===== config.mk =====
export PLATFORM = sky130hd
export DESIGN_NAME = axi2per_b_resp_gen
export DESIGN_NICKNAME = d
export VERILOG_FILES = /design/src/rtl/axi2per_pkg.sv /design/src/rtl/axi2per_b_id_fifo.sv /design/src/rtl/axi2per_b_resp_gen.sv
export SDC_FILE = /design/constraint.sdc
export NUM_CORES = 1
export LEC_CHECK = 0
export ABC_AREA = 0
export BUFFER_PORTS_ARGS = -buffer_cell sky130_fd_sc_hd__buf_4
export CAP_MARGIN = 20
export CORE_ASPECT_RATIO = 0.9
export CORE_MARGIN = 2
export CORE_UTILIZATION = 25
export CTS_CLUSTER_SIZE = 30
export DETAILED_ROUTE_END_ITERATION = 8
export HOLD_SLACK_MARGIN = 0.1
export SLEW_MARGIN = 10
export SYNTH_ARGS = -nofsm -noshare
export SYNTH_HDL_FRONTEND = slang
export SYNTH_HIERARCHICAL = 1
export SYNTH_SLANG_ARGS = --single-unit
export TNS_END_PERCENT = 1

===== constraint.sdc =====
create_clock -name clk_i -period 5.1 [get_ports clk_i]
set_clock_uncertainty 0.2 [all_clocks]
set_input_delay 1.02 -clock clk_i [delete_from_list [all_inputs] [get_ports clk_i]]
set_output_delay 1.02 -clock clk_i [all_outputs]
set_load 0.1 [all_outputs]

===== src/rtl/axi2per_pkg.sv =====
// Shared constants and helpers for the AXI-to-peripheral write-response path.
package axi2per_pkg;

    localparam logic [1:0] AXI_RESP_OKAY   = 2'b00;
    localparam logic [1:0] AXI_RESP_SLVERR = 2'b10;

    // Packed width of one outstanding-burst record {id, user, len}.
    function automatic int unsigned aw_entry_width(input int unsigned id_w,
                                                   input int unsigned user_w,
                                                   input int unsigned len_w);
        return id_w + user_w + len_w;
    endfunction

endpackage


===== src/rtl/axi2per_b_id_fifo.sv =====
// Pointer-based synchronous FIFO with occupancy counter; holds outstanding AW bursts.
module axi2per_b_id_fifo #(
    parameter int unsigned DATA_WIDTH = 18,
    parameter int unsigned DEPTH      = 4
) (
    input  logic                  clk_i,
    input  logic                  rst_ni,
    input  logic                  push_i,
    input  logic [DATA_WIDTH-1:0] data_i,
    input  logic                  pop_i,
    output logic [DATA_WIDTH-1:0] data_o,
    output logic                  full_o,
    output logic                  empty_o
);
    localparam int unsigned AW = $clog2(DEPTH);
    localparam int unsigned CW = AW + 1;

    logic [AW-1:0]         wr_ptr_q, wr_ptr_d;
    logic [AW-1:0]         rd_ptr_q, rd_ptr_d;
    logic [CW-1:0]         cnt_q, cnt_d;
    logic [DATA_WIDTH-1:0] mem_q [DEPTH];
    logic [DATA_WIDTH-1:0] mem_d [DEPTH];
    logic                  push_en;
    logic                  pop_en;

    always_comb begin
        full_o   = (cnt_q == CW'(DEPTH));
        empty_o  = (cnt_q == '0);
        data_o   = mem_q[rd_ptr_q];
        push_en  = push_i && !full_o;
        pop_en   = pop_i && !empty_o;
        wr_ptr_d = wr_ptr_q;
        rd_ptr_d = rd_ptr_q;
        cnt_d    = cnt_q;
        mem_d    = mem_q;
        if (push_en) begin
            mem_d[wr_ptr_q] = data_i;
            wr_ptr_d        = wr_ptr_q + AW'(1);
        end
        if (pop_en) begin
            rd_ptr_d = rd_ptr_q + AW'(1);
        end
        // Pointers wrap naturally because DEPTH is a power of two.
        case ({push_en, pop_en})
            2'b10:   cnt_d = cnt_q + CW'(1);
            2'b01:   cnt_d = cnt_q - CW'(1);
            default: cnt_d = cnt_q;
        endcase
    end

    always_ff @(posedge clk_i or negedge rst_ni) begin
        if (!rst_ni) begin
            wr_ptr_q <= '0;
            rd_ptr_q <= '0;
            cnt_q    <= '0;
            mem_q    <= '{default: '0};
        end else begin
            wr_ptr_q <= wr_ptr_d;
            rd_ptr_q <= rd_ptr_d;
            cnt_q    <= cnt_d;
            mem_q    <= mem_d;
        end
    end

endmodule


===== src/rtl/axi2per_b_resp_gen.sv =====
// Tracks peripheral beat completions against queued AW bursts and emits one
// AXI B response per burst through a single-entry output register.
module axi2per_b_resp_gen
    import axi2per_pkg::*;
#(
    parameter int unsigned ID_WIDTH   = 4,
    parameter int unsigned USER_WIDTH = 6,
    parameter int unsigned LEN_WIDTH  = 8,
    parameter int unsigned DEPTH      = 4
) (
    input  logic                  clk_i,
    input  logic                  rst_ni,
    input  logic                  aw_valid_i,
    input  logic [ID_WIDTH-1:0]   aw_id_i,
    input  logic [USER_WIDTH-1:0] aw_user_i,
    input  logic [LEN_WIDTH-1:0]  aw_len_i,
    output logic                  aw_ready_o,
    input  logic                  wr_rsp_valid_i,
    input  logic                  wr_rsp_err_i,
    output logic                  wr_rsp_ready_o,
    output logic                  b_valid_o,
    output logic [1:0]            b_resp_o,
    output logic [ID_WIDTH-1:0]   b_id_o,
    output logic [USER_WIDTH-1:0] b_user_o,
    input  logic                  b_ready_i
);
    // Handshakes: a transfer happens on a cycle where valid && ready at the
    // rising edge; a producer holding valid keeps its payload stable until then.

    typedef struct packed {
        logic [ID_WIDTH-1:0]   id;
        logic [USER_WIDTH-1:0] user;
        logic [LEN_WIDTH-1:0]  len;
    } aw_entry_t;

    localparam int unsigned EW = aw_entry_width(ID_WIDTH, USER_WIDTH, LEN_WIDTH);

    aw_entry_t             push_entry;
    aw_entry_t             head;
    logic                  fifo_full, fifo_empty;
    logic                  push, pop;
    logic                  last, slot_free, beat_acc, last_acc;

    logic [LEN_WIDTH-1:0]  beat_cnt_q, beat_cnt_d;
    logic                  err_q, err_d;
    logic                  b_valid_q, b_valid_d;
    logic [1:0]            b_resp_q, b_resp_d;
    logic [ID_WIDTH-1:0]   b_id_q, b_id_d;
    logic [USER_WIDTH-1:0] b_user_q, b_user_d;

    axi2per_b_id_fifo #(
        .DATA_WIDTH (EW),
        .DEPTH      (DEPTH)
    ) u_fifo (
        .clk_i   (clk_i),
        .rst_ni  (rst_ni),
        .push_i  (push),
        .data_i  (push_entry),
        .pop_i   (pop),
        .data_o  (head),
        .full_o  (fifo_full),
        .empty_o (fifo_empty)
    );

    always_comb begin
        push_entry = '{id: aw_id_i, user: aw_user_i, len: aw_len_i};
        aw_ready_o = !fifo_full;
        push       = aw_valid_i && !fifo_full;
        last       = (beat_cnt_q == head.len);
        // A last beat may only complete when the output register can take it.
        slot_free      = !b_valid_q || b_ready_i;
        wr_rsp_ready_o = !fifo_empty && (!last || slot_free);
        beat_acc       = wr_rsp_valid_i && wr_rsp_ready_o;
        last_acc       = beat_acc && last;
        pop            = last_acc;
    end

    always_comb begin
        beat_cnt_d = beat_cnt_q;
        err_d      = err_q;
        b_valid_d  = b_valid_q;
        b_resp_d   = b_resp_q;
        b_id_d     = b_id_q;
        b_user_d   = b_user_q;
        if (last_acc) begin
            beat_cnt_d = '0;
            err_d      = 1'b0;
            b_valid_d  = 1'b1;
            b_id_d     = head.id;
            b_user_d   = head.user;
            b_resp_d   = (err_q || wr_rsp_err_i) ? AXI_RESP_SLVERR : AXI_RESP_OKAY;
        end else begin
            if (beat_acc) begin
                beat_cnt_d = beat_cnt_q + LEN_WIDTH'(1);
                err_d      = err_q || wr_rsp_err_i;
            end
            if (b_ready_i) begin
                b_valid_d = 1'b0;
            end
        end
    end

    always_ff @(posedge clk_i or negedge rst_ni) begin
        if (!rst_ni) begin
            beat_cnt_q <= '0;
            err_q      <= 1'b0;
            b_valid_q  <= 1'b0;
            b_resp_q   <= '0;
            b_id_q     <= '0;
            b_user_q   <= '0;
        end else begin
            beat_cnt_q <= beat_cnt_d;
            err_q      <= err_d;
            b_valid_q  <= b_valid_d;
            b_resp_q   <= b_resp_d;
            b_id_q     <= b_id_d;
            b_user_q   <= b_user_d;
        end
    end

    assign b_valid_o = b_valid_q;
    assign b_resp_o  = b_resp_q;
    assign b_id_o    = b_id_q;
    assign b_user_o  = b_user_q;

endmodule


==> results.py, run 1 <==
metrics = {
    "clock_tree": {
        "h-tree-depth": 3,
        "cts_buffers": 9,
        "clk_pin_slew_ns": 0.06,
        "root_buffer": "clkbuf_16",
        "cts-hold-fix-buffers": 0,
        "ctsResizeCount": 0,
        "cts_tree": "done",
        "cts_setup_buffers": 0,
        "clk_latency_ns": 0.35,
        "cts.path.max_buffers": 2,
        "numClockSinks": 100,
    },
    "worst_setup_path": {
        "cp.required_ns": 3.88,
        "slowest_stage": "dfrtp_1",
        "worstSetupPathType": "reg2out",
        "path_cells": "mux4_2, xnor2_1, nand4_2, nor2_1, a21oi_1, buf_4",
        "crit_path_max_incr_delay_ns": 0.87,
        "cp-start-kind": "flop",
        "path_max_fanout": 13,
        "arrival_ns": 3.17,
        "endpoint_kind": "primary output",
    },
    "power_and_ir_drop": {
        "power.internal_mw": 2.38,
        "leakage_nw": 2.30,
        "p_clk_share_pct": 20.8,
        "switchingPower_mw": 1.28,
        "power_mw": 3.66,
        "combPwrFrac_pct": 39.7,
        "peakVddDrop_mv": 0.188,
        "p_seq_share_pct": 39.5,
        "pwr_density_cell_nw_per_um2": 663,
        "switching_share_pct": 35.1,
    },
    "finish": {
        "drive_above_1_share_pct": 48.6,
        "antenna_cells": 0,
        "syn_to_final_growth_pct": 18.1,
        "multiInputGateArea_um2": 2040,
        "fin_nets": 374,
        "final-seq-area_um2": 2500,
        "nFillCells": 1860,
    },
    "sta": {
        "setup_tns_ns": 0,
        "hold_viol_final": 0,
        "slew_headroom_pct": 37.6,
        "hold_slack_ns": 0.301,
        "min_period_ns": 4.39,
        "tightest_slew_ns": 0.936,
        "period_share_pct": 86.1,
        "final-max-slew-violation-count": 0,
        "max_freq_ghz": 0.228,
        "setup_viol": 0,
        "rsz0062_at_grt": "false",
    },
    "placed_design": {
        "port_buffers": 37,
        "post-dp-hpwl_um": 6510,
        "gp_congestion": 0.727,
    },
    "synth": {
        "syn_nets": 334,
        "synth_area_leaders": "dfrtp_1, mux2_2, mux4_2, mux2_4, buf_6",
        "yosys.area.top_type_share_pct": 53.5,
        "async_flop_share_pct": 100,
        "syn_area_um2": 4680,
        "synth_top_area_cell": "dfrtp_1",
        "ys_seq_area_share_pct": 53.5,
        "synth_edf_count": 0,
        "netlist_instances": 303,
        "yosysWarnings": 6,
        "synth.avg_cell_area_um2": 15.4,
        "ys.flop_type": "dfrtp_1",
        "synth-seq-cells": 100,
        "synth.distinct_cells": 34,
    },
    "grt": {
        "grt_usage_pct": 10.5,
        "use_met2_pct": 16.8,
        "antenna_found_initial": 0,
        "grt_start_max_net_pins": 74,
        "grt_use_met1_pct": 13.2,
        "grt_pass1_vias": 2986,
        "grt_remaining_overflow": 0,
        "busiest_layer": "met2",
        "gr-usage-met3_pct": 3.16,
        "grt_first_pass_wirelength_um": 15900,
    },
    "worst_hold_path": {
        "hold_path.class": "reg2reg",
    },
    "drt": {
        "first_iter_violations": 103,
        "viasPerCell": 4.41,
        "num_vias": 2616,
        "routed_wl_um": 9610,
        "drc": 0,
        "avgRoutedWirePerCell_um": 16.2,
        "ant_nets": 0,
        "dr.pass1.iters": 4,
    },
    "die": {
        "die_height_um": 134,
        "die_area_um2": 19800,
        "initial_core_util_pct": 25.5,
        "core_um2": 18300,
        "num_rows": 47,
        "io_pins": 39,
        "fp.dieW_um": 148,
    },
    "run": {
        "maxCapViolCount": 0,
    },
    "status": {
        "status": "finished clean",
    },
}
flip-flops by register name, summed over array words and instances, names as in the netlist:
| signal | flops |
|---|---|
| b_valid_o | 1 |
| u_fifo/cnt_q | 3 |
| u_fifo/rd_ptr_q | 2 |
| err_q | 1 |
| b_resp_o | 1 |
| b_id_o | 4 |
| beat_cnt_q | 8 |
| b_user_o | 6 |
| u_fifo/mem_q | 72 |
| u_fifo/wr_ptr_q | 2 |
critical path: cells and delay by family, from the launching register on:
family | cells | cell delay (ns)
multiplexers | 1 | 0.62
XOR/XNOR | 1 | 0.21
flip-flops | 1 | 0.87
AND/OR/NAND/NOR | 2 | 0.72
AO/OA/AOI/OAI | 1 | 0.13
buffers and inverters | 1 | 0.27
placed cells by master, fill, tap and decap left out, drive strengths merged, types with 6 or more instances in the layout:
| cell | instances |
|---|---|
| dfrtp | 100 |
| nor2 | 13 |
| clkbuf | 11 |
| o2bb2ai | 8 |
| mux2 | 84 |
| ha | 6 |
| inv | 8 |
| mux4 | 18 |
| mux2i | 6 |
| buf | 41 |
| nand2 | 8 |
| xnor2 | 11 |
Yosys cell counts, drive strengths merged, types with 6 or more instances:
cell and number:
o2bb2ai 8, nor2 13, inv 8, mux4 18, buf 10, xnor2 11, ha 6, mux2i 6
nand2 8, mux2 84, dfrtp 100
stage by stage:
step / setup slack [ns] / cells / util [%] / area (um2)
after CTS: 0.629 / 593 / 30.1 / 5520
after detailed placement: 0.909 / 577 / 28.3 / 5190
after floorplan: 0.567 / 303 / - / 4680
after global routing: 0.440 / 593 / 30.1 / 5520
final: 0.708 / 593 / 30.1 / 5520
after global placement: 1.05 / 577 / 28.3 / 5190
layout make-up:
cell class | instances | area share (%)
repair buffers | 41 | 5.57
multi-input cells | 183 | 37.0
clock inverters | 5 | 1.81
well taps | 245 | 5.55
clock buffers | 11 | 4.21
inverters | 8 | 0.544
flip-flops and latches | 100 | 45.3
final timing paths:
kind | start | to | slack [ns] | cells after the start
worst max register to register | u_fifo/rd_ptr_q[0] | u_fifo/cnt_q[2] | 0.92 | 12
worst min-delay path | u_fifo/mem_q[27] | u_fifo/mem_q[27] | 0.30 | 1
worst max-delay path | u_fifo/rd_ptr_q[0] | wr_rsp_ready_o | 0.71 | 6
max in group asynchronous | rst_ni | beat_cnt_q[5] | 3.17 | 2
worst min register to register | u_fifo/mem_q[27] | u_fifo/mem_q[27] | 0.30 | 1
min in group asynchronous | rst_ni | u_fifo/mem_q[34] | 0.59 | 1
routing by layer:
layer,up-vias,wire length (um)
met3,12,417
li1,1176,-
met5,-,0
met1,1386,4330
met4,0,176
met2,42,4690
power groups by stage:
stage               logic, mW  clock network (mW)  registers (mW)
finish                   1.45               0.762            1.45
global route             1.57               0.820            1.50
global placement         1.43                   0            1.45
floorplan                1.04                   0            1.58
CTS                      1.48               0.789            1.45
detailed placement       1.47                   0            1.46
logic make-up (layout without fill, tap and decap cells):
| kind of cell | Yosys count | in the layout | share of synthesized area, % |
|---|---|---|---|
| muxes | 108 | 108 | 30.7 |
| AOI/OAI and AO/OA | 15 | 15 | 2.57 |
| buffers and inverters | 20 | 65 | 2.84 |
| and+or+nand+nor | 38 | 38 | 5.32 |
| adders and majority gates | 7 | 7 | 2.03 |
| DFF | 100 | 100 | 53.5 |
| xor gates and xnor gates | 14 | 14 | 2.94 |
| other | 1 | 1 | 0.0802 |
Note: power is estimated with default switching activity, not from simulation.
==> inputs of run 2 (changes only) <==
==> constraint.sdc (replaced) <==
create_clock -name clk_i -period 5.16 [get_ports clk_i]
set_clock_uncertainty 0.2 [all_clocks]
set_input_delay 1.032 -clock clk_i [delete_from_list [all_inputs] [get_ports clk_i]]
set_output_delay 1.032 -clock clk_i [all_outputs]
set_load 0.1 [all_outputs]
==> run 2 against run 1 <==
  * Clock power shrank 9.2%
  * Final cell count is the same
  * First-iteration DRC count grew 24%
==> results.py, run 2 (same netlist as run 1, synthesis figures left out) <==
metrics = {
    "die": {
        "io_pins": 39,
        "die_height_um": 134,
        "core_um2": 18300,
        "num_rows": 47,
        "fp.dieW_um": 148,
        "initial_core_util_pct": 25.5,
        "die_area_um2": 19800,
    },
    "grt": {
        "grt_usage_pct": 10.3,
        "antenna_found_initial": 0,
        "grt_start_max_net_pins": 74,
        "grt_pass1_vias": 2903,
        "grt_remaining_overflow": 0,
        "grt_first_pass_wirelength_um": 15800,
    },
    "sta": {
        "setup_tns_ns": 0,
        "tightest_slew_ns": 0.908,
        "setup_viol": 0,
        "period_share_pct": 85.7,
        "final-max-slew-violation-count": 0,
        "hold_slack_ns": 0.304,
        "min_period_ns": 4.42,
        "hold_viol_final": 0,
        "rsz0062_at_grt": "false",
        "slew_headroom_pct": 39.5,
        "max_freq_ghz": 0.226,
        "fin_ws_ns": 0.740,
    },
    "worst_setup_path": {
        "cp-start-kind": "flop",
        "reg2regPathDepth": 12,
        "arrival_ns": 3.19,
        "r2r_slack_ns": 0.96,
        "critical_path.endpoint": "wr_rsp_ready_o",
        "cp.required_ns": 3.93,
        "rr_startpoint": "u_fifo/rd_ptr_q[0]",
        "critPathLaunch": "u_fifo/rd_ptr_q[0]",
        "worstReg2RegEnd": "u_fifo/cnt_q[2]",
        "path_max_fanout": 13,
        "endpoint_kind": "primary output",
        "worstSetupPathType": "reg2out",
    },
    "power_and_ir_drop": {
        "peakVddDrop_mv": 0.187,
        "leakage_nw": 2.29,
        "power_mw": 3.55,
        "pwr_density_cell_nw_per_um2": 647,
    },
    "drt": {
        "ant_nets": 0,
        "routed_wl_um": 9490,
        "viasPerCell": 4.39,
        "drc": 0,
        "first_iter_violations": 128,
        "num_vias": 2603,
        "dr.pass1.iters": 4,
        "avgRoutedWirePerCell_um": 16.0,
    },
    "run": {
        "maxCapViolCount": 0,
    },
    "clock_tree": {
        "ctsResizeCount": 0,
        "h-tree-depth": 3,
        "cts_setup_buffers": 0,
        "cts_tree": "done",
        "clk_latency_ns": 0.34,
        "cts_buffers": 9,
        "clk_pin_slew_ns": 0.07,
        "numClockSinks": 100,
        "cts.path.max_buffers": 2,
        "cts-hold-fix-buffers": 0,
        "root_buffer": "clkbuf_16",
    },
    "placed_design": {
        "post-dp-hpwl_um": 6510,
        "port_buffers": 37,
        "gp_congestion": 0.726,
        "dp_slack_ns": 0.929,
    },
    "status": {
        "status": "finished clean",
    },
    "worst_hold_path": {
        "hold_path.class": "reg2reg",
        "hold_path_startpoint": "u_fifo/mem_q[39]",
    },
    "finish": {
        "top_register": "u_fifo/mem_q",
        "fin_nets": 374,
        "final_cell_mix": "dfrtp_1, mux2_2, buf_4",
        "largest_register_ffs": 72,
        "drive_above_1_share_pct": 49.1,
        "antenna_cells": 0,
        "syn_to_final_growth_pct": 17.5,
        "layout_commonest_cell": "dfrtp_1",
    },
}
-- run 2: routing by layer --
layer  global-route usage (%)  vias to the layer above  share of wire, %
li1                         -                     1177                 -
met1                     13.4                     1383                46
met2                     16.5                       34                49
met4                     3.39                        0               1.4
met5                        0                        -                 0
met3                     3.10                        9               4.0
-- run 2: how the worst min path moves through the flow --
stage / end / cells after the start / slack (ns)
detailed placement: u_fifo/mem_q[32] / 1 / 0.29
CTS: u_fifo/mem_q[32] / 1 / 0.31
floorplan: u_fifo/mem_q[25] / 1 / 0.28
global route: u_fifo/mem_q[53] / 1 / 0.32
global placement: u_fifo/mem_q[31] / 1 / 0.28
finish: u_fifo/mem_q[39] / 1 / 0.30
-- run 2: area by class of cell --
cell class                      instances  area [um2]
Sequential cell                       100        2500
Timing Repair Buffer                   41         308
Clock buffer                           10         239
Tap cell                              245         307
Fill cell                            1845       12800
Multi-Input combinational cell        183        2040
Inverter                                8        30.0
Clock inverter                          6        68.8
-- run 2: stage by stage --
step | utilization [%] | cell area [um2] | instances
final | 30.0 | 5500 | 593
after global routing | 30.0 | 5500 | 593
after CTS | 30.0 | 5500 | 593
after detailed placement | 28.3 | 5190 | 577
after global placement | 28.3 | 5190 | 577
after floorplan | - | 4680 | 303
-- run 2: where the power goes --
| part | switching [mW] | leakage (nW) | internal, mW |
|---|---|---|---|
| logic | 0.716 | 0.943 | 0.718 |
| clock network | 0.299 | 0.149 | 0.393 |
| registers | 0.270 | 1.19 | 1.16 |
-- run 2: critical path, stage by stage (launching register included) --
cell	delay, ns
dfrtp_1	0.87
mux4_2	0.60
xnor2_1	0.21
nand4_2	0.19
nor2_1	0.55
a21oi_1	0.14
buf_4	0.27
